--- src/rtl/cell_write_arbiter.sv ---
// cell_write_arbiter: owns the character-memory write port. Two engines (edit, search)
// post cell writes with a req/ack handshake and are served round-robin. A built-in
// clear sweep writes a blank cell to every grid position.
//
// Ports
//   clk, resetn                      clock, asynchronous active-low reset
//   sL                               large-char mode, selects grid bounds
//   e_req/e_x/e_y/e_ascii/e_col      edit request, held with data until e_ack
//   e_ack                            one-cycle pulse: edit request consumed
//   s_req/s_x/s_y/s_ascii/s_col      search request, same rules
//   s_ack                            one-cycle pulse: search request consumed
//   clr_req                          pulse: start clear sweep
//   clr_busy                         high while the sweep runs
//   clr_done                         one-cycle pulse after the last sweep write
//   oor                              one-cycle pulse: acked request out of range, dropped
//   wrx/wry/wren/wascii/wcolour      registered write port to memory_controller
module cell_write_arbiter #(
  parameter int unsigned COLS_S     = 80,
  parameter int unsigned ROWS_S     = 60,
  parameter int unsigned COLS_L     = 40,
  parameter int unsigned ROWS_L     = 30,
  parameter logic [6:0]  CLR_ASCII  = 7'h20,
  parameter logic [5:0]  CLR_COLOUR = 6'h3F
) (
  input  logic       clk,
  input  logic       resetn,
  input  logic       sL,
  input  logic       e_req,
  input  logic [6:0] e_x,
  input  logic [5:0] e_y,
  input  logic [6:0] e_ascii,
  input  logic [5:0] e_col,
  output logic       e_ack,
  input  logic       s_req,
  input  logic [6:0] s_x,
  input  logic [5:0] s_y,
  input  logic [6:0] s_ascii,
  input  logic [5:0] s_col,
  output logic       s_ack,
  input  logic       clr_req,
  output logic       clr_busy,
  output logic       clr_done,
  output logic       oor,
  output logic [6:0] wrx,
  output logic [5:0] wry,
  output logic       wren,
  output logic [6:0] wascii,
  output logic [5:0] wcolour
);

  // Bounds are one bit wider than the counters so 128 columns / 64 rows fit.
  localparam logic [7:0] ColsS = 8'(COLS_S);
  localparam logic [6:0] RowsS = 7'(ROWS_S);
  localparam logic [7:0] ColsL = 8'(COLS_L);
  localparam logic [6:0] RowsL = 7'(ROWS_L);

  typedef enum logic [1:0] {StIdle, StClear, StDone} state_e;

  state_e     state_q, state_d;
  logic       ptr_q, ptr_d;  // 1: last grant went to search
  logic [7:0] cols_q, cols_d;
  logic [6:0] rows_q, rows_d;
  logic [6:0] cx_q, cx_d;
  logic [5:0] cy_q, cy_d;

  logic       e_ack_d, s_ack_d, oor_d, wren_d, clr_busy_d, clr_done_d;
  logic [6:0] wrx_d, wascii_d;
  logic [5:0] wry_d, wcolour_d;

  logic [7:0] cols_live;
  logic [6:0] rows_live;
  logic       elig_e, elig_s, grant_e, grant_s;
  logic [6:0] g_x, g_ascii;
  logic [5:0] g_y, g_col;
  logic       g_in_range, sweep_last_x, sweep_last;

  assign cols_live = sL ? ColsL : ColsS;
  assign rows_live = sL ? RowsL : RowsS;

  // A requester being acked this cycle still shows its old req; skip it.
  assign elig_e  = e_req & ~e_ack;
  assign elig_s  = s_req & ~s_ack;
  assign grant_e = elig_e & (~elig_s | ptr_q);
  assign grant_s = elig_s & ~grant_e;

  assign g_x        = grant_s ? s_x     : e_x;
  assign g_y        = grant_s ? s_y     : e_y;
  assign g_ascii    = grant_s ? s_ascii : e_ascii;
  assign g_col      = grant_s ? s_col   : e_col;
  assign g_in_range = ({1'b0, g_x} < cols_live) && ({1'b0, g_y} < rows_live);

  assign sweep_last_x = ({1'b0, cx_q} == cols_q - 8'd1);
  assign sweep_last   = sweep_last_x && ({1'b0, cy_q} == rows_q - 7'd1);

  always_comb begin
    state_d    = state_q;
    ptr_d      = ptr_q;
    cols_d     = cols_q;
    rows_d     = rows_q;
    cx_d       = cx_q;
    cy_d       = cy_q;
    e_ack_d    = 1'b0;
    s_ack_d    = 1'b0;
    oor_d      = 1'b0;
    wren_d     = 1'b0;
    clr_busy_d = 1'b0;
    clr_done_d = 1'b0;
    wrx_d      = wrx;
    wry_d      = wry;
    wascii_d   = wascii;
    wcolour_d  = wcolour;
    unique case (state_q)
      StIdle: begin
        if (clr_req) begin
          state_d    = StClear;
          cols_d     = cols_live;
          rows_d     = rows_live;
          cx_d       = '0;
          cy_d       = '0;
          clr_busy_d = 1'b1;
        end else if (grant_e || grant_s) begin
          ptr_d   = grant_s;
          e_ack_d = grant_e;
          s_ack_d = grant_s;
          if (g_in_range) begin
            wren_d    = 1'b1;
            wrx_d     = g_x;
            wry_d     = g_y;
            wascii_d  = g_ascii;
            wcolour_d = g_col;
          end else begin
            oor_d = 1'b1;
          end
        end
      end
      StClear: begin
        wren_d    = 1'b1;
        wrx_d     = cx_q;
        wry_d     = cy_q;
        wascii_d  = CLR_ASCII;
        wcolour_d = CLR_COLOUR;
        if (sweep_last) begin
          state_d = StDone;
        end else begin
          clr_busy_d = 1'b1;
          if (sweep_last_x) begin
            cx_d = '0;
            cy_d = cy_q + 6'd1;
          end else begin
            cx_d = cx_q + 7'd1;
          end
        end
      end
      StDone: begin
        clr_done_d = 1'b1;
        state_d    = StIdle;
      end
      default: state_d = StIdle;
    endcase
  end

  always_ff @(posedge clk or negedge resetn) begin
    if (!resetn) begin
      state_q  <= StIdle;
      ptr_q    <= 1'b1;
      cols_q   <= '0;
      rows_q   <= '0;
      cx_q     <= '0;
      cy_q     <= '0;
      e_ack    <= 1'b0;
      s_ack    <= 1'b0;
      oor      <= 1'b0;
      wren     <= 1'b0;
      clr_busy <= 1'b0;
      clr_done <= 1'b0;
      wrx      <= '0;
      wry      <= '0;
      wascii   <= '0;
      wcolour  <= '0;
    end else begin
      state_q  <= state_d;
      ptr_q    <= ptr_d;
      cols_q   <= cols_d;
      rows_q   <= rows_d;
      cx_q     <= cx_d;
      cy_q     <= cy_d;
      e_ack    <= e_ack_d;
      s_ack    <= s_ack_d;
      oor      <= oor_d;
      wren     <= wren_d;
      clr_busy <= clr_busy_d;
      clr_done <= clr_done_d;
      wrx      <= wrx_d;
      wry      <= wry_d;
      wascii   <= wascii_d;
      wcolour  <= wcolour_d;
    end
  end

endmodule

--- config.mk ---
export PLATFORM = sky130hd
export DESIGN_NAME = cell_write_arbiter
export DESIGN_NICKNAME = d
export VERILOG_FILES = /design/src/rtl/cell_write_arbiter.sv
export SDC_FILE = /design/constraint.sdc
export NUM_CORES = 1
export LEC_CHECK = 0
export ABC_AREA = 1
export BUFFER_PORTS_ARGS = -buffer_cell sky130_fd_sc_hd__buf_4
export CAP_MARGIN = 20
export CORE_AREA = 2 2 91 93
export DETAILED_ROUTE_END_ITERATION = 6
export DIE_AREA = 0 0 93 95
export SYNTH_ARGS = -nofsm -noshare
export SYNTH_HDL_FRONTEND = slang
export SYNTH_SLANG_ARGS = --single-unit
export TNS_END_PERCENT = 100
--- constraint.sdc ---
create_clock -name clk -period 5.6 [get_ports clk]
set_clock_uncertainty 0.15 [all_clocks]
set_input_delay 0.28 -clock clk [delete_from_list [all_inputs] [get_ports clk]]
set_output_delay 0.28 -clock clk [all_outputs]
set_load 0.01 [all_outputs]
==> out/metrics.yaml, run 1 <==
status: "completed"
yosysTopAreaCell: "dfrtp_1"
max_clock_freq_mhz: 336
synth_cells: 413
stdcell_area_mm2: 0.00390
grt_use_total_pct: 18.9
synth_most_common_cell: "nand2_1"
power_mw: 0.697
synth_edf_count: 0
die_area_mm2: 0.00884
p_leak_nw: 2.03
dr.pass1.iters: 4
yosysWarnings: 0
ant_nets: 0
initial_utilization_pct: 39.5
irDropWorstVdd_mv: 0.0771
synth_nets: 482
syn-mean-instance-area_um2: 7.58
num-nets-final: 560
antenna_found_initial: 0
drt_iter0_drc: 154
min_period_ns: 2.97
grt_pass1_wl_um: 13200
cp_max_fo: 27
synthDominantCellAreaShare_pct: 40.0
path_cells: "nor2_4 -> o21ai_2 -> inv_1 -> nand2_1 -> nand2_1 -> ha_1 -> a211o_1 -> inv_1 -> nand4_4 -> nand3_1 -> nand2_1"
required_ns: 5.63
cts.path.max_buffers: 2
async_reset_ff_share_pct: 100
netlist-cell-type-count: 33
drv_cap: 0
die_w_um: 93
wl_per_cell_um: 13.7
cts_tree: "done"
dp_slack_ns: 2.63
r2r_setup_slack_ns: 2.63
clk_pin_slew_ns: 0.09
insertion_delay_ns: 0.30
fin_crit_sh_pct: 53.1
clock-root-buffer: "clkbuf_8"
synth_common_cells: "118 x nand2_1, 68 x nand3_1, 50 x dfrtp_1, 38 x inv_1, 24 x nor2_1"
routed-via-count: 2954
ys_top_cells_by_area: "dfrtp_1 40%, nand2_1 14%, nand3_1 11%"
drcViolationCount: 0
final_max_slew_viol_count: 0
tns_ns: 0
ctsHoldBuffers: 1
worst-setup-path-type: "reg2reg"
end_kind: "flip-flop"
routed_wl_um: 8170
gp_congestion: 0.835
synth_flop_cell: "dfrtp_1"
grt_pass1_vias: 2639
tightest_slew_ns: 0.980
cts_max_level: 2
hpwl_um: 5950
clock-sinks: 51
crit_buf_inv: 2
synth-seq-cells: 51
postPlaceCellArea_mm2: 0.00381
grt_remaining_overflow: 0
cp_slowest_stage_delay_ns: 0.50
cts_resized: 0
coreArea_mm2: 0.00793
rsz0062_at_grt: "no"
powerDensity_mw_per_mm2: 179
drive_above_1_share_pct: 24.6
vias_per_cell: 4.95
rows: 33
worst_path_most_repeated_cell: "nand2_1"
synthesis.area_mm2: 0.00313
yosysSeqAreaShare_pct: 40.8
hp-class: "in2reg"
slowest_stage: "inv_1"
fin_ws_ns: 2.63
antenna_cells: 0
critPathTopFamily: "simple AND/OR/NAND/NOR gates"
pin_count: 90
crit_arrival_ns: 3.00
post-cts-setup-buffers: 0
port-buffer-count: 89
relSlewSlack_pct: 34.5
whs_ns: 0.0861
finalHoldViolCount: 0
finalSetupViolCount: 0
dieHeight_um: 95
start_kind: "flip-flop"
grt_max_degree: 61
cts_buffers: 5
syn_to_final_growth_pct: 24.7
## power breakdown
group          total (mW)  internal (mW)  switching [mW]
clock               0.206         0.0892           0.117
combinational       0.107         0.0523          0.0545
sequential          0.385          0.376         0.00921
total               0.697          0.517           0.180
## routing by layer
| metal | global-route usage [%] | up-vias | wire length (µm) |
|---|---|---|---|
| met3 | 3.35 | 8 | 356 |
| li1 | - | 1497 | - |
| met4 | 4.41 | 0 | 98 |
| met1 | 27.5 | 1375 | 3920 |
| met2 | 29.5 | 74 | 3800 |
| met5 | 0 | - | 0 |
## sequential cells by signal (all words and copies together) (netlist names)
signal    count
ptr_q         1
wrx           7
cx_q          7
e_ack         1
wry           6
state_q       2
cols_q        1
wascii        7
s_ack         1
wcolour       6
cy_q          6
clr_done      1
rows_q        2
oor           1
wren          1
clr_busy      1
## final timing paths
| kind | from | cells after the start | endpoint |
|---|---|---|---|
| setup / recovery | s_ack$_DFF_PN0_ | 11 | wascii[3]$_DFFE_PN0P_ |
| hold / removal | clr_req | 4 | e_ack$_DFF_PN0_ |
| setup reg to reg | s_ack$_DFF_PN0_ | 11 | wascii[3]$_DFFE_PN0P_ |
| hold reg to reg | wcolour[5]$_DFFE_PN0P_ | 2 | wcolour[5]$_DFFE_PN0P_ |
| max in group asynchronous | resetn | 2 | wry[0]$_DFFE_PN0P_ |
| min in group asynchronous | resetn | 2 | cy_q[2]$_DFFE_PN0P_ |
## layout by cell type, fill, tap and decap left out, drive strengths merged, types with 2 or more instances in the layout
cell type,netlist,final
buf,14,91
nand3,75,75
inv,39,39
o21ai,19,19
a21oi,14,14
xor2,8,8
dfrtp,50,50
nand4,5,5
a31oi,5,5
ha,11,11
o32ai,2,2
clkbuf,7,8
o21bai,2,2
nor2,27,27
nand2,125,125
or2,3,3
## stage by stage
| step | util [%] | std cells |
|---|---|---|
| after floorplan | - | 413 |
| after global placement | 48.1 | 588 |
| after detailed placement | 48.1 | 588 |
| after CTS | 49.2 | 597 |
| after global routing | 49.2 | 597 |
| final | 49.2 | 597 |
## layout make-up
cell class                 instances  area [µm²]
sequential                        51        1280
timing repair buffer              92         693
inverter                          39         146
fill                             830        4020
multi-input combinational        302        1580
clock buffer                       8        80.1
tap                              105         131
## worst min-delay path, stage by stage
cell,delay (ns)
buf_4,0.08
nor2_1,0.04
inv_1,0.06
nor2_1,0.04
## cells by family after synthesis
logic type | after synthesis | synth area share [%]
AND/OR/NAND/NOR | 237 | 35.1
buffers and inverters | 60 | 8.87
flip-flops | 51 | 40.8
AO/OA/AOI/OAI | 45 | 8.35
adder cells (fa/ha/maj) | 11 | 4.40
XOR/XNOR | 9 | 2.52
No activity file was read; power rests on OpenSTA's default activity.
==> run 2: changes to the inputs <==
- clock period: 5.6 -> 3 ns (I/O delays scaled with it)
==> run 2 against run 1 <==
- sequential power is 87% higher
- worst setup slack got worse by 2.3 ns
- sequential share of layout area decreased by 0.55 points
- clock power grew 130%
- non-clock buffer count is 5 higher
- critical endpoint is now wrx[5]$_DFFE_PN0P_
==> out/metrics.yaml, run 2 (same netlist as run 1, synthesis figures left out) <==
ant_nets: 0
coreArea_mm2: 0.00793
min_period_ns: 2.68
rsz0062_at_grt: "no"
start_kind: "flip-flop"
clock-root-buffer: "clkbuf_8"
power_mw: 1.39
pin_count: 90
powerDensity_mw_per_mm2: 350
final_cell_mix: "118 x nand2_1, 95 x buf_4, 68 x nand3_1"
hpwl_um: 6300
crit_arrival_ns: 2.72
dieHeight_um: 95
p_leak_nw: 2.07
grt_remaining_overflow: 0
tightest_slew_ns: 0.736
nFillCells: 817
drcViolationCount: 0
cp_max_fo: 27
grt_max_degree: 52
grt_use_total_pct: 19.4
wl_per_cell_um: 14.2
antenna_cells: 0
required_ns: 3.04
cp_slowest_stage_delay_ns: 0.52
dp_slack_ns: 0.303
dr.pass1.iters: 4
initial_utilization_pct: 39.5
fin_ws_ns: 0.317
mostFrequentLayoutCell: "nand2_1"
num-nets-final: 565
gp_congestion: 0.830
ff2ff_path_depth: 11
fin_crit_sh_pct: 89.4
antenna_found_initial: 0
worst-setup-path-type: "reg2reg"
end_kind: "flip-flop"
cts.path.max_buffers: 2
cts_max_level: 2
routed-via-count: 3022
tns_ns: 0
drv_cap: 0
final_max_slew_viol_count: 0
drive_above_1_share_pct: 25.4
clk_pin_slew_ns: 0.09
grt_pass1_wl_um: 13400
cts_tree: "done"
largestRegisters: "cx_q x7, wascii x7, wrx x7"
die_area_mm2: 0.00884
insertion_delay_ns: 0.29
hp-class: "in2reg"
cts_resized: 0
post-cts-setup-buffers: 0
grt_pass1_vias: 2715
drt_iter0_drc: 239
syn_to_final_growth_pct: 26.8
hold_path_depth: 5
vias_per_cell: 5.02
path_cells: "inv_1 -> o21ai_2 -> inv_1 -> nand2_1 -> nand2_1 -> ha_1 -> a211o_1 -> inv_1 -> nand4_4 -> nand3_1 -> nand2_1"
slowest_stage: "dfstp_2"
status: "completed"
rows: 33
routed_wl_um: 8560
die_w_um: 93
port-buffer-count: 89
clock-sinks: 51
irDropWorstVdd_mv: 0.240
max_clock_freq_mhz: 373
relSlewSlack_pct: 50.8
finalSetupViolCount: 0
finalHoldViolCount: 0
cts_buffers: 5
[run 2: worst paths after layout]
path | end | slack, ns | startpoint
max | wrx[5]$_DFFE_PN0P_ | 0.32 | ptr_q$_DFFE_PN1P_
min | wcolour[5]$_DFFE_PN0P_ | 0.03 | s_col[5]
max reg2reg | wrx[5]$_DFFE_PN0P_ | 0.32 | ptr_q$_DFFE_PN1P_
min reg2reg | rows_q[4]$_DFFE_PN0P_ | 0.36 | rows_q[4]$_DFFE_PN0P_
max in group asynchronous | wascii[3]$_DFFE_PN0P_ | 1.99 | resetn
min in group asynchronous | rows_q[4]$_DFFE_PN0P_ | 0.27 | resetn
[run 2: per-stage QoR]
step / instances / utilization (%) / hold slack (ns) / cell area [µm²]
2_1_floorplan: 413 / - / -0.296 / 3130
3_3_place_gp: 592 / 48.5 / 0.0855 / 3840
3_5_place_dp: 592 / 48.5 / 0.0820 / 3840
4_1_cts: 602 / 50.1 / 0.0168 / 3970
5_1_grt: 602 / 50.1 / 0.0480 / 3970
6_report: 602 / 50.1 / 0.0297 / 3970
[run 2: worst max-delay path: cells and delay by family, from the launching register on]
family,cells,cell delay (ns)
simple gates,5,0.79
fa+ha+maj,1,0.29
compound gates,2,0.46
buf+inv,3,0.35
flops,1,0.52
[run 2: area by class of cell]
type / instances / area (µm²) / share of cell area, %
timing repair buffer: 97 / 733 / 18.5
sequential: 51 / 1280 / 32.2
clock inverter: 1 / 30.0 / 0.756
tap: 105 / 131 / 3.31
multi-input combinational: 302 / 1580 / 39.7
clock buffer: 7 / 76.3 / 1.92
inverter: 39 / 146 / 3.69
[run 2: metal layers]
layer | up-vias | track usage (%) | share of wire, %
met5 | - | 0 | 0
met4 | 0 | 5.15 | 1.7
met3 | 12 | 3.43 | 4.0
met2 | 64 | 30.3 | 47
met1 | 1432 | 28.0 | 47
li1 | 1514 | - | -
[run 2: where the power goes]
part,internal [mW],total [mW],switching [mW]
Clock,0.250,0.464,0.215
Combinational,0.100,0.206,0.106
Sequential,0.701,0.720,0.0184
Total,1.05,1.39,0.339
[run 2: what timing repair did]
item / CTS / global route
setup endpoints to repair: 0 / 0
hold buffers: 2 / 0
endpoints found under the hold margin: 52 / 0
